<file path="config.mk">
export PLATFORM = sky130hd
export DESIGN_NAME = oled_boot_seq
export DESIGN_NICKNAME = d
export VERILOG_FILES = /design/src/rtl/oled_seq_pkg.sv /design/src/rtl/oled_init_rom.sv /design/src/rtl/oled_boot_seq.sv
export SDC_FILE = /design/constraint.sdc
export NUM_CORES = 1
export LEC_CHECK = 0
export ABC_AREA = 1
export ABC_CLOCK_PERIOD_IN_PS = 4000
export BUFFER_PORTS_ARGS = -buffer_cell sky130_fd_sc_hd__buf_4
export CORE_MARGIN = 2
export CORE_UTILIZATION = 36
export DETAILED_ROUTE_END_ITERATION = 7
export PLACE_DENSITY = 0.53
export SLEW_MARGIN = 10
export SYNTH_ARGS = -nofsm -noshare
export SYNTH_HDL_FRONTEND = slang
export SYNTH_SLANG_ARGS = --single-unit
</file>
<file path="constraint.sdc">
create_clock -name clk -period 4 [get_ports clk]
set_clock_uncertainty 0.05 [all_clocks]
set_input_delay 0.4 -clock clk [delete_from_list [all_inputs] [get_ports clk]]
set_output_delay 0.4 -clock clk [all_outputs]
set_load 0.05 [all_outputs]
</file>
<file path="src/rtl/oled_seq_pkg.sv">
// Shared state encoding and SSD1306 init command table
// for the OLED boot sequencer.
package oled_seq_pkg;

    typedef enum logic [2:0] {
        RST_LOW,
        RST_WAIT,
        CS_ON,
        INIT_SEND,
        INIT_WAIT,
        READY,
        XFER_SEND,
        XFER_WAIT
    } state_e;

    localparam int INIT_LEN = 25;

    localparam logic [0:INIT_LEN-1][7:0] INIT_BYTES = {
        8'hAE, 8'hD5, 8'h80, 8'hA8, 8'h3F,
        8'hD3, 8'h00, 8'h40, 8'h8D, 8'h14,
        8'h20, 8'h00, 8'hA1, 8'hC8, 8'hDA,
        8'h12, 8'h81, 8'hCF, 8'hD9, 8'hF1,
        8'hDB, 8'h40, 8'hA4, 8'hA6, 8'hAF
    };

endpackage

</file>
<file path="src/rtl/oled_init_rom.sv">
// Combinational lookup of the SSD1306 init command bytes.
// Indices past the end of the table read as zero.
module oled_init_rom
    import oled_seq_pkg::*;
(
    input  logic [4:0] idx,
    output logic [7:0] data
);

    always_comb begin
        data = 8'h00;
        if (int'(idx) < INIT_LEN) data = INIT_BYTES[idx];
    end

endmodule

</file>
<file path="src/rtl/oled_boot_seq.sv">
// SSD1306 power-up sequencer: reset pulse, init command burst,
// then CPU pass-through with CS framing and idle CS release.
module oled_boot_seq
    import oled_seq_pkg::*;
#(
    parameter string SIMULATE    = "FALSE",
    parameter int    RST_CYCLES  = 120,
    parameter int    WAIT_CYCLES = 1200,
    parameter int    CS_IDLE     = 8
)(
    input  logic       clk,
    input  logic       rst,
    input  logic       soft_init,
    input  logic       cpu_wr,
    input  logic [7:0] cpu_data,
    input  logic       cpu_dc,
    output logic       cpu_busy,
    output logic       ready,
    output logic       spi_start,
    output logic [7:0] spi_data,
    input  logic       spi_done,
    output logic       oled_rst_n,
    output logic       oled_cs_n,
    output logic       oled_dc
);

    localparam bit SIM    = (SIMULATE == "TRUE");
    localparam int RST_N  = SIM ? 4 : RST_CYCLES;
    localparam int WAIT_N = SIM ? 4 : WAIT_CYCLES;
    localparam int IDLE_N = SIM ? 4 : CS_IDLE;
    localparam int MAX_RW = (RST_N > WAIT_N) ? RST_N : WAIT_N;
    localparam int MAX_N  = (MAX_RW > IDLE_N) ? MAX_RW : IDLE_N;
    localparam int CW     = (MAX_N > 2) ? $clog2(MAX_N) : 1;

    localparam logic [CW-1:0] RST_LAST  = CW'(RST_N - 1);
    localparam logic [CW-1:0] WAIT_LAST = CW'(WAIT_N - 1);
    localparam logic [CW-1:0] IDLE_LAST = CW'(IDLE_N - 1);
    localparam logic [4:0]    IDX_LAST  = 5'(INIT_LEN - 1);

    state_e        state, state_d;
    logic [CW-1:0] cnt, cnt_d, cnt_inc;
    logic [4:0]    idx, idx_d, rom_idx;
    logic [7:0]    rom_byte;
    logic [7:0]    wr_data, wr_data_d;
    logic          wr_dc, wr_dc_d;
    logic          soft_pend, soft_d;
    logic          restart;
    logic          rst_n_d, cs_n_d, dc_d, start_d;
    logic [7:0]    data_d;
    logic          ready_d, busy_d;

    assign cnt_inc = (&cnt) ? cnt : cnt + 1'b1;

    // The ROM is addressed by the byte about to be sent.
    assign rom_idx = (state == INIT_WAIT) ? idx + 5'd1 : idx;

    oled_init_rom u_rom (
        .idx  (rom_idx),
        .data (rom_byte)
    );

    always_comb begin
        state_d   = state;
        cnt_d     = cnt;
        idx_d     = idx;
        wr_data_d = wr_data;
        wr_dc_d   = wr_dc;
        soft_d    = soft_pend;
        restart   = 1'b0;
        rst_n_d   = oled_rst_n;
        cs_n_d    = oled_cs_n;
        dc_d      = oled_dc;
        start_d   = 1'b0;
        data_d    = spi_data;
        ready_d   = ready;
        busy_d    = cpu_busy;

        unique case (state)
            RST_LOW: begin
                if (cnt == RST_LAST) begin
                    rst_n_d = 1'b1;
                    cnt_d   = '0;
                    state_d = RST_WAIT;
                end else begin
                    cnt_d = cnt_inc;
                end
            end
            RST_WAIT: begin
                if (cnt == WAIT_LAST) begin
                    cnt_d   = '0;
                    idx_d   = '0;
                    cs_n_d  = 1'b0;
                    state_d = CS_ON;
                end else begin
                    cnt_d = cnt_inc;
                end
            end
            CS_ON: begin
                if (ready) begin
                    state_d = XFER_SEND;
                end else begin
                    start_d = 1'b1;
                    dc_d    = 1'b0;
                    data_d  = rom_byte;
                    state_d = INIT_SEND;
                end
            end
            INIT_SEND: state_d = INIT_WAIT;
            INIT_WAIT: begin
                if (soft_init) soft_d = 1'b1;
                if (spi_done) begin
                    if (soft_pend || soft_init) begin
                        restart = 1'b1;
                    end else if (idx == IDX_LAST) begin
                        ready_d = 1'b1;
                        busy_d  = 1'b0;
                        cnt_d   = '0;
                        state_d = READY;
                    end else begin
                        idx_d   = idx + 5'd1;
                        start_d = 1'b1;
                        dc_d    = 1'b0;
                        data_d  = rom_byte;
                        state_d = INIT_SEND;
                    end
                end
            end
            READY: begin
                if (soft_init) begin
                    restart = 1'b1;
                end else if (cpu_wr && !cpu_busy) begin
                    wr_data_d = cpu_data;
                    wr_dc_d   = cpu_dc;
                    busy_d    = 1'b1;
                    if (oled_cs_n) begin
                        cs_n_d  = 1'b0;
                        state_d = CS_ON;
                    end else begin
                        state_d = XFER_SEND;
                    end
                end else if (!oled_cs_n) begin
                    if (cnt == IDLE_LAST) cs_n_d = 1'b1;
                    else                  cnt_d  = cnt_inc;
                end
            end
            XFER_SEND: begin
                start_d = 1'b1;
                dc_d    = wr_dc;
                data_d  = wr_data;
                state_d = XFER_WAIT;
            end
            XFER_WAIT: begin
                if (soft_init) soft_d = 1'b1;
                if (spi_done) begin
                    if (soft_pend || soft_init) begin
                        restart = 1'b1;
                    end else begin
                        busy_d  = 1'b0;
                        cnt_d   = '0;
                        state_d = READY;
                    end
                end
            end
            default: state_d = RST_LOW;
        endcase

        if (restart) begin
            state_d = RST_LOW;
            cnt_d   = '0;
            idx_d   = '0;
            soft_d  = 1'b0;
            rst_n_d = 1'b0;
            cs_n_d  = 1'b1;
            dc_d    = 1'b0;
            start_d = 1'b0;
            ready_d = 1'b0;
            busy_d  = 1'b1;
        end
    end

    always_ff @(posedge clk or negedge rst) begin
        if (!rst) begin
            state      <= RST_LOW;
            cnt        <= '0;
            idx        <= '0;
            wr_data    <= 8'h00;
            wr_dc      <= 1'b0;
            soft_pend  <= 1'b0;
            oled_rst_n <= 1'b0;
            oled_cs_n  <= 1'b1;
            oled_dc    <= 1'b0;
            spi_start  <= 1'b0;
            spi_data   <= 8'h00;
            ready      <= 1'b0;
            cpu_busy   <= 1'b1;
        end else begin
            state      <= state_d;
            cnt        <= cnt_d;
            idx        <= idx_d;
            wr_data    <= wr_data_d;
            wr_dc      <= wr_dc_d;
            soft_pend  <= soft_d;
            oled_rst_n <= rst_n_d;
            oled_cs_n  <= cs_n_d;
            oled_dc    <= dc_d;
            spi_start  <= start_d;
            spi_data   <= data_d;
            ready      <= ready_d;
            cpu_busy   <= busy_d;
        end
    end

endmodule

</file>
# --- Word level (Yosys, flattened, before mapping) ---
# Memory sizes are Yosys's and may differ from the RTL's.
# Cells that the tools add are included.
# Widths: inputs -> output; s select.
op_classes:
  n_addsub: 2
  order_cmp: 2
  eq_ne: 30
  mux: 85
  n_bitwise: 2
  n_reduce_logical: 30
ops:
  columns: ["operator", "n"]
  rows:
  - ["$mux 11", 13]
  - ["$mux 8", 7]
  - ["$pmux 11 s5", 1]
  - ["$ne 3x3->1 const B", 13]
  - ["$mux 1", 38]
  - ["$mux 3", 12]
  - ["$mux 5", 6]
  - ["$pmux 3 s8", 1]
  - ["$pmux 8 s3", 1]
  - ["$reduce_and 8->1", 2]
  - ["$reduce_and 5->1", 3]
  - ["$reduce_bool 2->1", 7]
  - ["$eq 3x3->1 const B", 4]
  - ["$add 11x1->11 const B", 1]
  - ["$eq 11x11->1 const B", 1]
  - ["$eq 11x3->1 const B", 1]
  - ["$eq 11x7->1 const B", 1]
  - ["$reduce_and 11->1", 1]
  - ["$ne 2x2->1 const B", 5]
  - ["$pmux 5 s2", 1]
  - ["$reduce_and 10->1", 1]
  - ["$pmux 1 s3", 3]
  - ["$reduce_bool 3->1", 3]
  - ["$reduce_bool 4->1", 2]
  - ["19 further kinds", 23]
word_totals:
  regBits: 43
  romBits: 256
  in_bits: 14
  out_inout_bits: 14
  wordCells: 165
  n_memories: 1
memory_table:
  columns: ["name", "words", "word_bits", "read_ports", "rd_clocked_by_memory_dff", "wr", "line_no", "source"]
  rows:
  - ["(name not given)", 32, 8, 1, 0, 0, "oled_init_rom.sv:12", "if (int'(idx) < INIT_LEN) data = INIT_BYTES[idx];"]

# --- Depth between registers and ports, before layout ---
# Gate-level depths: netlist (run 1).
logic_depth:
  word_depth: 11
  depth_mapped: 15
  ltp_nobuf: 15

# --- Modules after synthesis ---
# A second synthesis (run 1) with hierarchy kept.
unflattened:
  hier_cells: 470
  area_unflattened_um2: 3169.3
by_module_without_submodules:
  columns: ["module", "instances", "cells_per_inst", "area_each_um2", "seq_area_each_um2"]
  rows:
  - ["oled_boot_seq", 1, 380, 2698.8, 1078.5]
  - ["oled_init_rom", 1, 90, 470.5, 0.0]

# --- Worst setup path after synthesis (run 1) ---
# OpenSTA, ideal clock, no wires.
synth_timing:
  path_type: "register to register"
  from: "reg state[0]"
  to: "reg spi_data[6]"
  setup_ns: 0.077
  t_arrival_ns: 2.039
  required_time_ns: 3.873
  setup_slack_ns: 1.834
  path_stages_with_launch: 14
  path_buffers: 1
  synth_period_minus_slack_ns: 2.166
  cell_sequence: "dfrtp_1 > inv_2 > nand2_2 > nor2_4 > buf_6 > ha_1 > ha_1 > inv_1 > nand3_1 > a21oi_1 > nand2_1 > nand2_1 > nand2_1 > a21oi_1"
synth_between:
  elab_chain_cells: 11
  word_cells_on_any_way: 21
  classes_between: "order compare (1); eq/ne (7); mux (9); bitwise (1); reduce/logical (2); memory (1)"
synth_rtl:
  columns: ["item", "line_no", "source"]
  rows:
  - ["start, declared", "oled_boot_seq.sv:40", "state_e state, state_d;"]
  - ["start signal, assigned", "oled_boot_seq.sv:197", "state <= state_d;"]
  - ["$eq 3x3->1", "oled_boot_seq.sv:55, oled_boot_seq.sv:78", null]
  - ["$mux 5", "oled_boot_seq.sv:55", "assign rom_idx = (state == INIT_WAIT) ? idx + 5'd1 : idx;"]
  - ["$not 5->6 (not written as such)", "oled_init_rom.sv:12", null]
  - ["$mem_v2 32x8", null, null]
  - ["$mux 8 (not written as such) (2 in series)", "oled_init_rom.sv:12", null]
  - ["$mux 8", "oled_init_rom.sv:12", null]
  - ["$mux 8", "oled_boot_seq.sv:114", "end else if (idx == IDX_LAST) begin"]
  - ["$mux 8", "oled_boot_seq.sv:112", "if (soft_pend || soft_init) begin"]
  - ["$mux 8", "oled_boot_seq.sv:111", "if (spi_done) begin"]
  - ["$pmux 8 s3", "oled_boot_seq.sv:78", "unique case (state)"]
  - ["end signal, assigned", "oled_boot_seq.sv:207", "spi_data <= data_d;"]
  - ["end, declared", "oled_boot_seq.sv:20", "output logic [7:0] spi_data,"]
# Parallel ways exist; a longest one is shown, timed or not. The select of a mux whose other input is x is not followed.
# A chain may end at the register's enable or synchronous reset.

# --- Final worst setup path (run 1) ---
layout_timing:
  from: "reg state[2]"
  to: "reg spi_data[6]"
# Same word-level chain as after synthesis.

==> run_results.csv, run 1 <==
group,metric,value,unit
status,status,"complete, no violations",
global_routing,grt_pass1_vias,3022,
setup_path,crit_slowest_cell,"dfrtp_1",
setup_path,crit_chain,"inv_2, nor2_4, ha_1, ha_1, inv_1, nand3_1, a21oi_1, nand2_1, nand2_1, nand2_1, a21oi_1",
global_routing,grt-ovfl-total,0,
yosys,synth_cells,468,
route,wirelength,7960,µm
flow_run,drv_cap,0,
clocking,clkSlewWorstSetupHoldPaths,0.09,ns
clocking,holdBufCountCts,0,
setup_path,startpoint_type,"flop",
power,cellLeakagePower,0.00197,µW
global_routing,met1_usage,22.5,%
yosys,ys_types,36,
setup_path,worstPathRequired,4.18,ns
global_routing,antenna_found_initial,0,
clocking,cts_htree_levels,2,
setup_path,endpoint_kind,"flop",
power,power.density,697,nW/µm²
place,io_buffers,27,
sta,hold_slack,0.0379,ns
floorplan,design.die.area,9810,µm²
setup_path,cpLargestDelayFamily,"adder cells",
clocking,cts_tree,"built",
hold_path,hold_path_class,"input pin to asynchronous set/reset pin",
finish,antenna_cells,0,
sta,max_slew_margin,60.6,%
sta,max_freq,392,MHz
finish,drive_gt1_share,18.8,%
finish,mostFrequentLayoutCell,"nand2_1",
finish,final_cell_mix,"nand2_1 (140), nor2_1 (61), inv_1 (47), nand3_1 (44), dfrtp_1 (41)",
global_routing,grt_max_degree,44,
finish,layoutNonFillerInstCount,603,
finish,seqCellArea,1080,µm²
route,drc,0,
sta,fin_crit,2.55,ns
route,final_antenna_net_count,0,
sta,setup_violations,0,
clocking,cts_buffer_depth,2,
clocking,cts_buffers,5,
setup_path,cpMostUsedCell,"nand2_1",
sta,tightest_slew,0.590,ns
route,drtIter0Drc,140,
yosys,synth_edf_count,0,
setup_path,arrival,2.74,ns
global_routing,grt_util_all_layers,17.6,%
floorplan,dieHeight,99.1,µm
global_routing,met2_usage,30.9,%
yosys,ys_seq_elements,43,
clocking,cts.sinks,43,
clocking,postCtsSetupRepairBufs,0,
place,gp_congestion,0.876,
floorplan,start_util,37.1,%
global_routing,busiest_layer,"met2",
floorplan,dieWidth,99.1,µm
yosys,syn_area,3250,µm²
sta,finalMaxSlewViolations,0,
yosys,synthArstFlopShare,100,%
yosys,ys_warn_count,0,
place,hpwlAfterDp,6080,µm
setup_path,critPathMaxFanout,12,
yosys,ys_seq_area_share,33.2,%
place,dp.cells,595,
route,vias_per_cell,4.93,
sta,setup_tns,0,ns
yosys,synth_nets,492,
finish,fin_util,41.5,%
floorplan,core_area,8760,µm²
route,wl_per_cell,13.2,µm
route,drtPass1Iterations,4,
setup_path,path_buf_inv,2,
setup_path,critPathKind,"flop to flop",
power,ir_drop,0.282,mV
clocking,clkLatencyLatePin,0.30,ns
yosys,avgSynthCellArea,6.95,µm²
floorplan,io_pins,28,
clocking,clock-root-buffer,"clkbuf_8",
sta,hold_violations,0,
sta,rsz0062_at_grt,"false",
finish,fin_nets,518,
floorplan,rows,34,
clocking,cts_resized,0,
global_routing,globalRouteMet3Util,2.62,%
yosys,synthFlopType,"dfrtp_1",
global_routing,grt_pass1_wl,14000,µm
setup_path,max_stage_delay,0.56,ns
sta,min_period_over_period,63.8,%
finish,syn_to_final_growth,11.7,%
finish,multi_input_area,1900,µm²
route,vias,2974,
finish,fill_cells,915,
==> worst paths after layout <==
kind	start	to	slack (ns)	cells past startpoint
max	state[2]	spi_data[6]	1.45	11
min	rst	soft_pend	0.04	1
max reg2reg	state[2]	spi_data[6]	1.45	11
min reg2reg	oled_cs_n	oled_cs_n	0.44	2
max in group asynchronous	rst	spi_data[0]	3.46	1
min in group clk	cpu_data[2]	wr_data[2]	0.27	2
==> final cells by class <==
cell class / instances / area share [%]
sequential: 43 / 29.7
timing repair buffer: 27 / 5.58
clock buffer: 5 / 1.89
tap: 108 / 3.72
multi-input combinational: 363 / 52.4
clock inverter: 3 / 1.20
inverter: 54 / 5.58
==> through the flow <==
step / setup WS, ns / total power (µW) / area, µm²
finish: 1.45 / 2530 / 3630
global route: 1.23 / 2790 / 3630
CTS: 1.47 / 2560 / 3630
detailed placement: 1.52 / 2190 / 3520
global placement: 1.57 / 2180 / 3520
floorplan: 1.83 / 1880 / 3250
==> sequential cells by signal, indices dropped and copies added (netlist names), 3 cells and up <==
signal / flops
cnt: 11
spi_data: 8
wr_data: 8
idx: 5
state: 3
==> power breakdown <==
| part | internal (µW) | switching (µW) | leakage, µW |
|---|---|---|---|
| Clock | 186 | 169 | 0.0000581 |
| Sequential | 578 | 118 | 0.000539 |
| Combinational | 498 | 984 | 0.00137 |
| Total | 1260 | 1270 | 0.00197 |
==> synthesized netlist by cell type, types with 7 or more instances <==
| cell type | number | share of area (%) |
|---|---|---|
| a21oi_1 | 14 | 2.2 |
| dfrtp_1 | 41 | 32 |
| ha_1 | 10 | 3.8 |
| inv_1 | 47 | 5.4 |
| mux2_2 | 7 | 2.4 |
| nand2_1 | 140 | 16 |
| nand2_2 | 14 | 2.7 |
| nand2_4 | 8 | 2.8 |
| nand3_1 | 44 | 6.8 |
| nor2_1 | 61 | 7.0 |
| nor3_1 | 7 | 1.1 |
| o21ai_0 | 13 | 2.0 |
==> worst register-to-register path: stages, from the launching register on <==
cell     delay [ns]
dfrtp_1        0.56
inv_2          0.15
nor2_4         0.35
ha_1           0.38
ha_1           0.31
inv_1          0.08
nand3_1        0.13
a21oi_1        0.18
nand2_1        0.07
nand2_1        0.06
nand2_1        0.05
a21oi_1        0.12
==> per-layer routing <==
| metal | wire length, µm | share of wire [%] |
|---|---|---|
| met5 | 0 | 0 |
| met3 | 234 | 2.9 |
| met1 | 3620 | 46 |
| met4 | 74 | 0.93 |
| met2 | 4030 | 51 |
==> kinds of logic after synthesis <==
logic type	Yosys count	synth area share, %
AO/OA/AOI/OAI	42	7.46
AND/OR/NAND/NOR	297	42.9
flip-flops	43	33.2
adder cells (fa/ha/maj)	10	3.85
multiplexers	7	2.42
XOR/XNOR	7	1.88
buffers and inverters	62	8.35
Note: power is estimated with default switching activity, not from simulation.
==> inputs of run 2 (changes only) <==
Settings changed: ABC_CLOCK_PERIOD_IN_PS 4000 to 2300, PLACE_DENSITY 0.53 to 0.55.
Clock period 4 ns to 2.3 ns, I/O delays scaled along.
==> run 2 against run 1 <==
- count of clock-buffer cells in the layout unchanged
- first-iteration DRC count down 19%
- clock power up 72%
- final cell count up 1.7%
- global-route usage down 0.26 points
- die area unchanged
- worst hold slack better by 0.072 ns
- power up 80%
- design area up 3.4%
- sequential power up 70%
- sequential cell count unchanged
- critical endpoint unchanged
==> run_results.csv, run 2 (same netlist as run 1, synthesis figures left out) <==
group,metric,value,unit
sta,min_period_over_period,92.2,%
route,vias,2991,
sta,max_freq,472,MHz
sta,setup_violations,0,
finish,fin_nets,528,
setup_path,arrival,2.30,ns
sta,rsz0062_at_grt,"true",
sta,tightest_slew,0.588,ns
global_routing,grt_max_degree,44,
status,status,"complete, no violations",
finish,drive_gt1_share,22.0,%
setup_path,cpMostUsedCell,"nand2_1",
route,highest_layer,"met4",
route,met3_length,126,µm
sta,max_slew_margin,60.8,%
setup_path,r2r_cells,12,
sta,hold_violations,0,
power,power.density,1210,nW/µm²
clocking,cts.sinks,43,
sta,fin_crit,2.12,ns
clocking,clock-root-buffer,"clkbuf_8",
route,wl_met1,3890,µm
clocking,clkSlewWorstSetupHoldPaths,0.10,ns
finish,largest_register,"cnt",
finish,final_cell_mix,"nand2_1 (139), nor2_1 (61), inv_1 (46), nand3_1 (43), dfrtp_1 (40)",
place,io_buffers,27,
sta,finalMaxSlewViolations,0,
route,wirelength,8090,µm
finish,antenna_cells,0,
clocking,cts_buffers,5,
route,wl_per_cell,13.2,µm
floorplan,core_area,8760,µm²
sta,hold_slack,0.110,ns
floorplan,io_pins,28,
finish,mostFrequentLayoutCell,"nand2_1",
setup_path,crit_slowest_cell,"dfrtp_2",
floorplan,dieHeight,99.1,µm
hold_path,holdPathStages,2,
route,final_antenna_net_count,0,
finish,reg_top3,"cnt x11, spi_data x8, wr_data x8",
floorplan,rows,34,
setup_path,startpoint_type,"flop",
route,drtIter0Drc,113,
hold_path,hold_path_class,"input pin to flop",
setup_path,endpoint_kind,"flop",
setup_path,critPathKind,"flop to flop",
floorplan,dieWidth,99.1,µm
setup_path,crit_chain,"inv_4, nand2_4, nor2_4, ha_2, ha_1, inv_1, nand3_2, a21oi_2, nand2_1, nand2_1, nand2_1, a21oi_2",
global_routing,grt-ovfl-total,0,
global_routing,grt_util_all_layers,17.3,%
setup_path,worstPathRequired,2.48,ns
place,dp.cells,600,
power,cellLeakagePower,0.00202,µW
global_routing,grt_pass1_vias,2976,
finish,syn_to_final_growth,15.5,%
clocking,cts_tree,"built",
route,vias_per_cell,4.88,
global_routing,grt_pass1_wl,13900,µm
finish,layoutNonFillerInstCount,613,
clocking,clkLatencyLatePin,0.30,ns
setup_path,max_stage_delay,0.46,ns
route,drc,0,
global_routing,antenna_found_initial,0,
floorplan,design.die.area,9810,µm²
finish,largest_register_ff_count,11,
route,drtPass1Iterations,4,
finish,fin_util,42.9,%
floorplan,start_util,37.1,%
clocking,cts_htree_levels,2,
flow_run,drv_cap,0,
power,ir_drop,0.552,mV
power,power.total,4560,µW
route,route.met2.wl,3980,µm
place,gp_congestion,0.883,
clocking,cts_buffer_depth,2,
place,hpwlAfterDp,6110,µm
setup_path,critPathMaxFanout,5,
[run 2: cell types whose count changed in the layout (fill, tap and decap cells not counted), sizes merged]
cell,change
buf,+9
dlygate4sd3,+1
[run 2: final cells by class]
class	instances	area, µm²
clock buffers	5	68.8
clock inverters	3	43.8
fillers	913	5000
inverters	54	205
multi-input cells	363	1950
flip-flops and latches	43	1080
well taps	108	135
repair buffers	37	280
[run 2: critical path, delay by kind of cell (launching register included)]
| kind | cells | cell delay (ns) |
|---|---|---|
| adders and majority gates | 2 | 0.61 |
| and+or+nand+nor | 6 | 0.47 |
| DFF | 1 | 0.46 |
| AOI/OAI and AO/OA | 2 | 0.28 |
| buffers and inverters | 2 | 0.18 |
[run 2: final timing paths]
kind | startpoint | to | slack (ns)
hold / removal | cpu_data[0] | wr_data[0] | 0.11
hold reg to reg | oled_rst_n | oled_rst_n | 0.45
min in group asynchronous | rst | cnt[8] | 0.41
setup / recovery | state[1] | spi_data[6] | 0.18
max in group asynchronous | rst | state[1] | 1.37
setup reg to reg | state[1] | spi_data[6] | 0.18
[run 2: timing repair]
item / in CTS / in global routing
buffers inserted: 0 / 4
endpoints found under the setup margin: 0 / 8
hold buffers: 1 / 0
resized for setup: 0 / 13
hold endpoints to repair: 41 / 0
[run 2: report_power, final]
part / total [µW] / internal [µW] / switching, µW
Combinational: 2770 / 955 / 1810
Sequential: 1180 / 1010 / 177
Clock: 612 / 324 / 288
Total: 4560 / 2290 / 2280
[run 2: metrics by stage]
step	worst slack (ns)	instance area (µm²)	setup TNS, ns
finish	0.180	3760	0
global route	-0.0412	3760	-0.0871
CTS	0.0409	3680	0
detailed placement	0.0699	3560	0
global placement	0.131	3560	0
floorplan	0.134	3250	0
[run 2: per-layer routing]
metal	global-route usage (%)	vias up
li1	-	1548
met1	22.7	1411
met2	30.2	24
met3	2.27	8
met4	4.32	0
met5	0	-
==> inputs of run 3 (changes only) <==
Settings changed: ABC_AREA 1 to not set, HOLD_SLACK_MARGIN set to 0.15.
==> run 3 against run 2 <==
- design area is 8.4% higher
- first-iteration DRC count is 110% higher
- combinational power is 6% lower
- register-to-register slack worse by 0.13 ns
- final cell count is 11% lower
- worst hold slack better by 0.16 ns
- global-route usage is 1.0 points higher
- power is 5.8% lower
- utilization is 4.5 points higher
- highest routed layer unchanged
- die area is 3.2% lower
- routed wire length is 6.4% higher
- largest power group unchanged
==> run_results.csv, run 3 <==
group,metric,value,unit
place,gp_congestion,0.920,
finish,syn_to_final_growth,29.5,%
clocking,cts_buffer_depth,2,
floorplan,dieWidth,97.5,µm
setup_path,endpoint_kind,"flop",
sta,hold_slack,0.266,ns
sta,rsz0062_at_grt,"true",
yosys,synth.top_cell.area_share,32.6,%
global_routing,grt_pass1_wl,14400,µm
setup_path,critPathKind,"flop to flop",
global_routing,grt_pass1_vias,2948,
clocking,cts.sinks,43,
setup_path,crit_slowest_cell,"or3b_4",
yosys,synth_cells,360,
place,io_buffers,27,
floorplan,dieHeight,97.5,µm
power,power.density,1060,nW/µm²
setup_path,worstPathRequired,2.48,ns
floorplan,start_util,36.6,%
global_routing,antenna_found_initial,0,
finish,largest_register,"cnt",
yosys,synthArstFlopShare,100,%
sta,min_period_over_period,97.6,%
clocking,cts_htree_levels,2,
global_routing,grt_max_degree,44,
sta,hold_violations,0,
yosys,syn_area,3150,µm²
flow_run,drv_cap,0,
route,wirelength,8600,µm
setup_path,startpoint_type,"flop",
clocking,clkLatencyLatePin,0.30,ns
clocking,cts_tree,"built",
clocking,cts_buffers,5,
route,wl_per_cell,15.8,µm
place,hpwlAfterDp,6290,µm
route,vias,3095,
setup_path,max_stage_delay,0.42,ns
sta,max_freq,445,MHz
sta,setup_violations,0,
sta,max_slew_margin,61.9,%
setup_path,cpLargestDelayFamily,"compound AO/OA/AOI/OAI gates",
route,drtPass1Iterations,4,
yosys,ys_seq_area_share,34.3,%
route,drtIter0Drc,232,
yosys,ys_seq_elements,43,
clocking,clkSlewWorstSetupHoldPaths,0.09,ns
sta,finalMaxSlewViolations,0,
route,vias_per_cell,5.70,
finish,stdcell_area,4070,µm²
setup_path,path_buf_inv,2,
setup_path,critPathLaunch,"state[0]",
status,status,"complete, no violations",
yosys,synth_top_cell_by_area,"dfrtp_1",
route,drc,0,
finish,final_cell_mix,"buf_4 (79), dfrtp_1 (40), nor2_1 (30), nand2_1 (30), a21oi_1 (25)",
floorplan,rows,34,
place,dpl_cell_area,3750,µm²
finish,antenna_cells,0,
finish,largest_register_ff_count,11,
yosys,avgSynthCellArea,8.74,µm²
finish,fill_cells,839,
setup_path,arrival,2.42,ns
yosys,synthTopCellsByCount,"dfrtp_1 (41), nor2_1 (32), nand2_1 (30)",
finish,mostFrequentLayoutCell,"buf_4",
yosys,ys_warn_count,0,
yosys,synth_nets,384,
power,power.total,4300,µW
global_routing,grt-ovfl-total,0,
sta,fin_crit,2.25,ns
yosys,yosysMostFrequentCell,"dfrtp_1",
power,cellLeakagePower,0.00181,µW
power,ir_drop,0.425,mV
floorplan,design.die.area,9500,µm²
setup_path,crit_chain,"or3b_4, clkinv_4, mux2_4, inv_6, ha_4, nor2_4, a22o_1, a311o_1, o21ai_1",
setup_path,critPathMaxFanout,8,
floorplan,core_area,8590,µm²
yosys,synth.area.top_cells,"dfrtp_1 (33%), a21oi_1 (4.3%), ha_1 (4.0%), mux2_2 (3.9%), nor2_1 (3.8%)",
yosys,ys_types,71,
finish,reg_top3,"cnt x11, spi_data x8, wr_data x8",
yosys,synthFlopType,"dfrtp_1",
sta,tightest_slew,0.571,ns
route,final_antenna_net_count,0,
floorplan,io_pins,28,
hold_path,min_from,"soft_init",
finish,drive_gt1_share,31.3,%
yosys,synth_edf_count,0,
clocking,clock-root-buffer,"clkbuf_8",
setup_path,r2r-start,"state[0]",
finish,fin_nets,458,
hold_path,hold_path_class,"input pin to flop",
global_routing,grt_util_all_layers,18.4,%
[run 3: cell count changes after synthesis, moves of 8 or more]
| cell | previous run | this run |
|---|---|---|
| a31oi_1 | 1 | 10 |
| inv_1 | 47 | 9 |
| nand2_4 | 8 | 0 |
| a21oi_1 | 14 | 27 |
| buf_2 | 4 | 14 |
| nor2_1 | 61 | 32 |
| nand2_2 | 14 | 0 |
| a21o_1 | 0 | 8 |
| nand3_1 | 44 | 12 |
| nand2_1 | 140 | 30 |
[run 3: path summary, 6_finish.rpt]
path                            slack (ns)  cells after the start     endpoint
worst max register to register        0.05                      9  spi_data[5]
max in group asynchronous             1.36                      2       idx[0]
worst min register to register        0.45                      2     cpu_busy
min in group asynchronous             0.41                      2    soft_pend
worst max-delay path                  0.05                      9  spi_data[5]
worst min-delay path                  0.27                      3    soft_pend
[run 3: power by group]
part	leakage, µW	internal (µW)	switching, µW
combinational	0.00121	1130	1480
sequential	0.000556	1020	184
clock	0.0000412	213	275
[run 3: area by class of cell]
type | instances | area [µm²] | area share [%]
Clock buffer | 6 | 72.6 | 1.78
Clock inverter | 2 | 12.5 | 0.307
Inverter | 12 | 55.1 | 1.35
Multi-Input combinational cell | 281 | 2000 | 49.2
Sequential cell | 43 | 1080 | 26.5
Tap cell | 108 | 135 | 3.32
Timing Repair Buffer | 91 | 716 | 17.6
[run 3: per-stage QoR]
step	worst slack [ns]	cells	util, %	setup TNS (ns)
after floorplan	-0.127	360	-	-0.176
after global placement	0.0268	520	43.7	0
after detailed placement	-0.0115	520	43.7	-0.0115
after CTS	0.00195	538	46.0	0
after global routing	-0.0579	543	47.4	-0.187
final	0.0545	543	47.4	0
[run 3: logic make-up (layout without fill, tap and decap cells)]
kind of cell | count (synthesis) | after routing | share of synthesized area, %
buffers and inverters | 36 | 111 | 5.37
xor gates and xnor gates | 6 | 6 | 1.91
DFF | 43 | 43 | 34.3
AOI/OAI and AO/OA | 122 | 122 | 27.6
muxes | 16 | 16 | 5.69
adders and majority gates | 12 | 12 | 4.61
and+or+nand+nor | 125 | 125 | 20.5
[run 3: timing repair]
| action | in CTS | in global routing |
|---|---|---|
| buffers inserted | 0 | 5 |
| pin swaps | 0 | 6 |
| hold buffers | 10 | 0 |
| setup endpoints to repair | 3 | 17 |
| resized for setup | 3 | 21 |
| hold endpoints to repair | 50 | 0 |
[run 3: metal layers]
layer,wire length (µm),GRT usage [%]
met1,3840,24.4
met2,4390,31.6
met3,225,2.52
met4,139,4.59
met5,0,0
[run 3: worst register-to-register path: cells and delay by family (launching register included)]
family | cells | cell delay, ns
DFF | 1 | 0.39
adders and majority gates | 1 | 0.19
and+or+nand+nor | 2 | 0.46
muxes | 1 | 0.34
AOI/OAI and AO/OA | 3 | 0.59
buffers and inverters | 2 | 0.17
